**config.mk**
```make
export PLATFORM = sky130hd
export DESIGN_NAME = rgmii_idelay_ctl_flat
export DESIGN_NICKNAME = d
export VERILOG_FILES = /design/src/rtl/rgmii_idelay_pkg.sv /design/src/rtl/rgmii_idelay_ctl_if.sv /design/src/rtl/idelay_timer.sv /design/src/rtl/rgmii_idelay_ctl.sv /design/src/flat_wrapper.sv
export SDC_FILE = /design/constraint.sdc
export NUM_CORES = 1
export LEC_CHECK = 0
export ABC_AREA = 1
export CAP_MARGIN = 20
export CORE_AREA = 2 2 93 95
export CTS_CLUSTER_SIZE = 30
export DETAILED_ROUTE_END_ITERATION = 10
export DIE_AREA = 0 0 95 97
export PLACE_DENSITY = 0.53
export SYNTH_ARGS = -nofsm -noshare
export SYNTH_HDL_FRONTEND = slang
export SYNTH_SLANG_ARGS = --single-unit
```
**constraint.sdc**
```tcl
create_clock -name clk -period 2.2 [get_ports clk]
set_input_delay 0.33 -clock clk [delete_from_list [all_inputs] [get_ports clk]]
set_output_delay 0.33 -clock clk [all_outputs]
set_load 0.005 [all_outputs]
```
**src/rtl/rgmii_idelay_pkg.sv**
```systemverilog
// Shared types and constants for the RGMII IDELAY tap controller.
package rgmii_idelay_pkg;

    localparam int NLANES = 5;
    localparam int TAP_W  = 5;
    localparam int LANE_W = 3;
    localparam logic [LANE_W-1:0] LANE_CTL = 3'd4;

    typedef enum logic [2:0] {
        ST_IDLE,
        ST_WAIT_RDY,
        ST_LOAD,
        ST_SETTLE,
        ST_CHECK
    } state_t;

    typedef enum logic [1:0] {
        ERR_OK       = 2'd0,
        ERR_MISMATCH = 2'd1,
        ERR_TIMEOUT  = 2'd2,
        ERR_LANE     = 2'd3
    } err_t;

    function automatic logic [NLANES-1:0] lane_onehot(input logic [LANE_W-1:0] lane);
        logic [NLANES-1:0] one;
        one = {{(NLANES-1){1'b0}}, 1'b1};
        return one << lane;
    endfunction

endpackage

```
**src/rtl/rgmii_idelay_ctl_if.sv**
```systemverilog
// Command handshake between a tap-tuning master and rgmii_idelay_ctl.
interface rgmii_idelay_ctl_if;
    import rgmii_idelay_pkg::*;

    logic              cmd_valid;
    logic              cmd_ready;
    logic [LANE_W-1:0] cmd_lane;
    logic [TAP_W-1:0]  cmd_value;

    modport master (output cmd_valid, output cmd_lane, output cmd_value, input cmd_ready);
    modport slave  (input cmd_valid, input cmd_lane, input cmd_value, output cmd_ready);
endinterface

```
**src/rtl/idelay_timer.sv**
```systemverilog
// Loadable saturating down-counter with a zero flag.
module idelay_timer #(
    parameter int W = 4
) (
    input  logic         clk,
    input  logic         rst,
    input  logic         load,
    input  logic [W-1:0] load_val,
    input  logic         dec,
    output logic         zero
);

    logic [W-1:0] count;

    always_ff @(posedge clk or posedge rst) begin
        if (rst)
            count <= '0;
        else if (load)
            count <= load_val;
        else if (dec && (count != '0))
            count <= count - 1'b1;
    end

    assign zero = (count == '0);

endmodule

```
**src/rtl/rgmii_idelay_ctl.sv**
```systemverilog
// Loads one IDELAY tap per command and verifies it by readback.
// Optional tap sweep (0..31 on one lane) enabled by defining RGMII_IDELAY_SWEEP_EN.
module rgmii_idelay_ctl
    import rgmii_idelay_pkg::*;
#(
    parameter int SETTLE_CYCLES = 4,
    parameter int RDY_TIMEOUT   = 1023
) (
    input  logic                clk,
    input  logic                rst,
    input  logic                idelayctrl_rdy,
    rgmii_idelay_ctl_if.slave   cmd,
    output logic [NLANES-1:0]   idelay_ld,
    output logic [TAP_W-1:0]    idelay_value_in,
    output logic [LANE_W-1:0]   idelay_sel,
    input  logic [TAP_W-1:0]    idelay_value_out_data,
    input  logic [TAP_W-1:0]    idelay_value_out_ctl,
    output logic                busy,
    output logic                done,
    output logic [1:0]          err,
    output logic [TAP_W-1:0]    readback
`ifdef RGMII_IDELAY_SWEEP_EN
    ,
    input  logic                sweep_start,
    output logic                step
`endif
);

    // A zero setting still spends one cycle in each timed state.
    localparam int SETTLE_EFF = (SETTLE_CYCLES < 1) ? 1 : SETTLE_CYCLES;
    localparam int RT_EFF     = (RDY_TIMEOUT < 1) ? 1 : RDY_TIMEOUT;
    localparam int RW         = $clog2(RT_EFF + 1);
    localparam int SW         = $clog2(SETTLE_EFF + 1);
    localparam logic [RW-1:0] RT_LOAD     = RW'(RT_EFF - 1);
    localparam logic [SW-1:0] SETTLE_LOAD = SW'(SETTLE_EFF - 1);

    state_t           state;
    logic             accept;
    logic             start;
    logic             rdy_zero;
    logic             settle_zero;
    logic [TAP_W-1:0] rb_sel;
    logic             match;

    assign cmd.cmd_ready = (state == ST_IDLE);
    assign busy          = (state != ST_IDLE);
    assign accept        = cmd.cmd_valid && cmd.cmd_ready;
    assign rb_sel        = (idelay_sel == LANE_CTL) ? idelay_value_out_ctl : idelay_value_out_data;
    assign match         = (rb_sel == idelay_value_in);

`ifdef RGMII_IDELAY_SWEEP_EN
    logic sweep_go;
    logic sweep_q;
    assign sweep_go = sweep_start && (state == ST_IDLE);
    assign start    = accept || sweep_go;
`else
    assign start    = accept;
`endif

    idelay_timer #(.W(RW)) u_rdy_timer (
        .clk      (clk),
        .rst      (rst),
        .load     (start),
        .load_val (RT_LOAD),
        .dec      (state == ST_WAIT_RDY),
        .zero     (rdy_zero)
    );

    idelay_timer #(.W(SW)) u_settle_timer (
        .clk      (clk),
        .rst      (rst),
        .load     (state == ST_LOAD),
        .load_val (SETTLE_LOAD),
        .dec      (state == ST_SETTLE),
        .zero     (settle_zero)
    );

    always_ff @(posedge clk or posedge rst) begin
        if (rst) begin
            state           <= ST_IDLE;
            idelay_ld       <= '0;
            idelay_value_in <= '0;
            idelay_sel      <= '0;
            done            <= 1'b0;
            err             <= ERR_OK;
            readback        <= '0;
`ifdef RGMII_IDELAY_SWEEP_EN
            sweep_q         <= 1'b0;
            step            <= 1'b0;
`endif
        end else begin
            idelay_ld <= '0;
            done      <= 1'b0;
`ifdef RGMII_IDELAY_SWEEP_EN
            step      <= 1'b0;
`endif
            case (state)
                ST_IDLE: begin
                    if (start) begin
                        idelay_sel <= cmd.cmd_lane;
`ifdef RGMII_IDELAY_SWEEP_EN
                        idelay_value_in <= sweep_go ? '0 : cmd.cmd_value;
                        sweep_q         <= sweep_go;
`else
                        idelay_value_in <= cmd.cmd_value;
`endif
                        // Invalid lanes report through CHECK so busy shows for one cycle.
                        if (cmd.cmd_lane > LANE_CTL) begin
                            state <= ST_CHECK;
                            done  <= 1'b1;
                            err   <= ERR_LANE;
                        end else begin
                            state <= ST_WAIT_RDY;
                        end
                    end
                end
                ST_WAIT_RDY: begin
                    if (idelayctrl_rdy) begin
                        state     <= ST_LOAD;
                        idelay_ld <= lane_onehot(idelay_sel);
                    end else if (rdy_zero) begin
                        state <= ST_IDLE;
                        done  <= 1'b1;
                        err   <= ERR_TIMEOUT;
                    end
                end
                ST_LOAD: state <= ST_SETTLE;
                ST_SETTLE: begin
                    // Readback is captured as CHECK is entered so done, err and readback align.
                    if (settle_zero) begin
                        state    <= ST_CHECK;
                        readback <= rb_sel;
                        err      <= match ? ERR_OK : ERR_MISMATCH;
`ifdef RGMII_IDELAY_SWEEP_EN
                        step     <= sweep_q;
                        done     <= !sweep_q || !match || (&idelay_value_in);
`else
                        done     <= 1'b1;
`endif
                    end
                end
                ST_CHECK: begin
`ifdef RGMII_IDELAY_SWEEP_EN
                    if (sweep_q && !done) begin
                        state           <= ST_LOAD;
                        idelay_value_in <= idelay_value_in + 1'b1;
                        idelay_ld       <= lane_onehot(idelay_sel);
                    end else begin
                        state   <= ST_IDLE;
                        sweep_q <= 1'b0;
                    end
`else
                    state <= ST_IDLE;
`endif
                end
                default: state <= ST_IDLE;
            endcase
        end
    end

endmodule

```
**src/flat_wrapper.sv**
```systemverilog
// flat-port wrapper written by rule: the top's interface ports become plain ports
module rgmii_idelay_ctl_flat import rgmii_idelay_pkg::*;
#(
    parameter int SETTLE_CYCLES = 4,
    parameter int RDY_TIMEOUT   = 1023
)
  (clk, rst, idelayctrl_rdy, idelay_ld, idelay_value_in, idelay_sel, idelay_value_out_data, idelay_value_out_ctl, busy, done, err, readback, cmd_cmd_valid, cmd_cmd_lane, cmd_cmd_value, cmd_cmd_ready);
  rgmii_idelay_ctl_if cmd_i ();
  input  logic clk;
  input  logic rst;
  input  logic idelayctrl_rdy;
  output logic [NLANES-1:0] idelay_ld;
  output logic [TAP_W-1:0] idelay_value_in;
  output logic [LANE_W-1:0] idelay_sel;
  input  logic [TAP_W-1:0] idelay_value_out_data;
  input  logic [TAP_W-1:0] idelay_value_out_ctl;
  output logic busy;
  output logic done;
  output logic [1:0] err;
  output logic [TAP_W-1:0] readback;
  input wire logic [$bits(cmd_i.cmd_valid)-1:0] cmd_cmd_valid;
  input wire logic [$bits(cmd_i.cmd_lane)-1:0] cmd_cmd_lane;
  input wire logic [$bits(cmd_i.cmd_value)-1:0] cmd_cmd_value;
  output wire logic [$bits(cmd_i.cmd_ready)-1:0] cmd_cmd_ready;
  assign cmd_i.cmd_valid = cmd_cmd_valid;
  assign cmd_i.cmd_lane = cmd_cmd_lane;
  assign cmd_i.cmd_value = cmd_cmd_value;
  assign cmd_cmd_ready = cmd_i.cmd_ready;
  rgmii_idelay_ctl #(.SETTLE_CYCLES(SETTLE_CYCLES), .RDY_TIMEOUT(RDY_TIMEOUT)) u_core (.clk(clk), .rst(rst), .idelayctrl_rdy(idelayctrl_rdy), .cmd(cmd_i), .idelay_ld(idelay_ld), .idelay_value_in(idelay_value_in), .idelay_sel(idelay_sel), .idelay_value_out_data(idelay_value_out_data), .idelay_value_out_ctl(idelay_value_out_ctl), .busy(busy), .done(done), .err(err), .readback(readback));
endmodule
```
==> implementation parameters <==
Parameter                              Value

Status
  Result of the run    finished, final reports clean

Route
  Routed WL per cell    between 10 and 15 microns
  Vias per cell    between 4 and 5
  Residual DRC count    0
  Routed WL    4.76 mm
  Number of violations reported at the end of detailed-routing iteration 0    58
  Vias    between 1.5k and 2k
  Count of nets left with antenna violations after detail routing    0
  Number of iterations in the first detailed-routing pass    4

Timing
  Final Setup Violations    0
  RSZ-0062 raised after global routing    false
  Fin crit share    0.890
  Final min period    1.96 ns
  Post-route setup slack    about 0.24 ns
  Highest attainable clock frequency    between 0.5 and 0.6 GHz
  Worst Clk Skew    0.00594 ns
  Worst-case headroom to the max-slew limit    0.636
  Measured slew at the worst slew-check pin    0.545 ns
  Setup TNS    0 ns
  Final Max Slew Viols    0
  Final Hold Vio Count    0

Setup path
  Critical path type    reg -> out
  Worst Setup End Kind    primary output
  Largest fanout of any net on the critical path    4
  Kind of start point of the critical path    register
  Launch point of the worst path    u_core.state[0]
  Endpoint arrival time on the critical path    around 1.6 ns
  WP data required    1.87 ns
  Worst R2R Start    u_core.idelay_sel[2]

Yosys
  Most used standard cell by instance count after synthesis    sky130_fd_sc_hd__nand2_1
  Primary flip-flop cell chosen by synthesis mapping    sky130_fd_sc_hd__dfrtp_1
  Synth top area share    0.467
  Post-synth EDFFs    0
  Net Count, Synth    approximately 280
  Share of synthesized area occupied by flip-flops and latches    0.467
  Avg Cell Area, Syn    around 7.9 sq um
  Count of mapped cells out of synthesis    250
  Library cell occupying the most area in the post-synthesis netlist    sky130_fd_sc_hd__dfrtp_1
  Leading post-synthesis cells by instance count    sky130_fd_sc_hd__nand2_1 (62), sky130_fd_sc_hd__dfrtp_1 (37), sky130_fd_sc_hd__inv_1 (35)
  Cell area after technology mapping    0.00198 sq mm
  Count of different cell masters after synthesis    29
  #FFs+latches synth    37
  Number of warnings reported in the yosys synthesis log    0
  Ranking of synthesized cells by area    sky130_fd_sc_hd__dfrtp_1 (47%), sky130_fd_sc_hd__nand2_1 (12%), sky130_fd_sc_hd__nand3_1 (7.6%), sky130_fd_sc_hd__inv_1 (6.6%), sky130_fd_sc_hd__o21ai_1 (3.0%)
  Proportion of register bits with asynchronous set or reset after synthesis    1.00

Hold path
  Worst hold-check path type    in -> async

Finish
  Area overhead of the layout relative to synthesis    31.8%
  Area of the multi-input gates    about 870 sq um
  Nets    322
  Finished Core Util    0.322
  Filler cell count in the final layout    around 860
  Number of non-filler instances in the completed layout    403
  Register cell area after layout    slightly above 900 sq um
  Ratio of cells with drive above 1 in the final layout    0.111
  Number of inserted diodes    0

Pwr
  Worst IR Drop VDD    ~0.0004 V
  Pwr Density    1200 mW/mm^2
  Leakage    1.26 nW

Clock tree
  Hold Buf Count CTS    0
  Clock-pin slew of the registers on the worst-case setup and hold paths    roughly 0.08 ns
  CTS tree    built
  Inserted Clock Buffers    5
  Root buffer selected by CTS    sky130_fd_sc_hd__clkbuf_8
  PostCTS Resize Cnt    0
  Number of H-tree levels    2
  CTS sink cnt    37
  Clock insertion delay at the later pin of the skew report    approximately 0.29 ns
  Post-CTS setup buffers    0
  Max Buffers Root-to-Sink    2

GRT
  Grt ovf    0
  First-pass GRT wire length    around 7.9 mm
  Maximum number of pins on one net before global-route repair    38
  Antenna violations before repair    0
  Vias in the first global route    about 1.7k
  Total Routing Usage GR    0.110

Floorplanning
  Die X    approximately 95 microns
  Overall die area    approximately 0.0092 sq mm
  Std cell rows    33
  Die height    just under 100 microns
  Starting utilization of the core area    0.244
  Floorplan Core Area    slightly above 0.008 sq mm
  Number of placed I/O pins    45

Placed design
  Global placer's final weighted congestion    slightly below 0.8
  Total placed cells including tap cells    around 400
  Half-perimeter wire length after placement    3.56 mm
  I/O Buffers    44
  Placement-stage worst setup slack    around 0.45 ns

Job
  Number of max-cap violations    0
==> worst paths after layout <==
kind,to,slack [ns],cells past startpoint
worst max-delay path,cmd_cmd_ready,0.24,4
worst min-delay path,u_core.idelay_value_in[4],0.45,3
worst max register to register,u_core.err[0],0.45,8
worst min register to register,u_core.u_rdy_timer.count[9],0.48,2
max in group asynchronous,u_core.u_rdy_timer.count[2],1.40,3
min in group clk,u_core.u_rdy_timer.count[9],0.48,2
==> worst max-delay path, stage by stage, from the launching register on <==
cell and delay (ns):
sky130_fd_sc_hd__dfrtp_1 0.45, sky130_fd_sc_hd__nor2_2 0.20, sky130_fd_sc_hd__nand2_2 0.10, sky130_fd_sc_hd__inv_2 0.09, sky130_fd_sc_hd__clkdlybuf4s50_1 0.50
==> registers in the layout, summed over array words and instances, names as in the netlist <==
register / flops
u_core.u_rdy_timer.count: 10
u_core.readback: 5
u_core.done: 1
u_core.idelay_sel: 3
u_core.idelay_value_in: 5
u_core.state: 3
u_core.u_settle_timer.count: 3
u_core.err: 2
u_core.idelay_ld: 5
==> cell usage in the layout, fill, tap and decap left out <==
master                            instances
sky130_fd_sc_hd__inv_2                    5
sky130_fd_sc_hd__o21ai_2                  1
sky130_fd_sc_hd__nor4_1                   4
sky130_fd_sc_hd__clkbuf_8                 5
sky130_fd_sc_hd__ha_1                     3
sky130_fd_sc_hd__clkdlybuf4s50_1         44
sky130_fd_sc_hd__nor2_4                   2
sky130_fd_sc_hd__o21ai_1                 12
sky130_fd_sc_hd__nand2_2                  4
sky130_fd_sc_hd__o21ai_0                 11
sky130_fd_sc_hd__nand2_4                  5
sky130_fd_sc_hd__dfrtp_1                 37
sky130_fd_sc_hd__nand3_1                 30
sky130_fd_sc_hd__o22ai_1                  1
sky130_fd_sc_hd__a21oi_1                  1
sky130_fd_sc_hd__xor2_1                   2
sky130_fd_sc_hd__inv_1                   35
sky130_fd_sc_hd__nand3b_1                 3
sky130_fd_sc_hd__o211ai_1                 1
sky130_fd_sc_hd__buf_4                    2
sky130_fd_sc_hd__nand4_1                  3
sky130_fd_sc_hd__nor3_1                   2
sky130_fd_sc_hd__nor2_2                   3
sky130_fd_sc_hd__mux2_2                   1
sky130_fd_sc_hd__clkinvlp_4               1
sky130_fd_sc_hd__clkinv_2                 2
sky130_fd_sc_hd__nor2_1                  13
sky130_fd_sc_hd__nand3_2                  2
sky130_fd_sc_hd__a21o_1                   1
sky130_fd_sc_hd__nand2_1                 62
==> stage by stage <==
stage | hold slack (ns) | cell area [sq um] | power [mW]
2_1_floorplan | 0.440 | 1980 | 2.09
3_3_place_gp | 0.464 | 2530 | 2.68
3_5_place_dp | 0.471 | 2530 | 2.70
4_1_cts | 0.468 | 2620 | 3.19
5_1_grt | 0.516 | 2620 | 3.43
6_report | 0.446 | 2620 | 3.13
==> layout make-up <==
class / count / area share
clock buffer: 5 / 0.0263
clock inverter: 3 / 0.00670
inverter: 40 / 0.0574
multi-input combinational: 167 / 0.331
sequential: 37 / 0.354
tap: 105 / 0.0502
timing repair buffer: 46 / 0.174
==> power by group <==
part / internal [mW] / switching (mW)
registers: 0.935 / 0.224
clock network: 0.219 / 0.250
logic: 0.693 / 0.808
==> routing by layer <==
layer  global-route usage  share of wire  vias to the layer above  routed length (microns)
li1                     -              -                      894                        -
met1                0.151           0.47                      809                     2230
met2                0.165           0.45                       39                     2160
met3               0.0280          0.062                        7                      295
met4               0.0401          0.016                        0                       78
met5                    0              0                        -                        0
==> kinds of logic (layout without fill, tap and decap cells) <==
family,Yosys count,after routing,synth area share
muxes,1,1,0.00567
xor gates and xnor gates,2,2,0.00883
and+or+nand+nor,133,133,0.328
DFF,37,37,0.467
adders and majority gates,3,3,0.0189
AOI/OAI and AO/OA,28,28,0.0757
buffers and inverters,46,94,0.0965
Power figures use the tool's default switching activity.
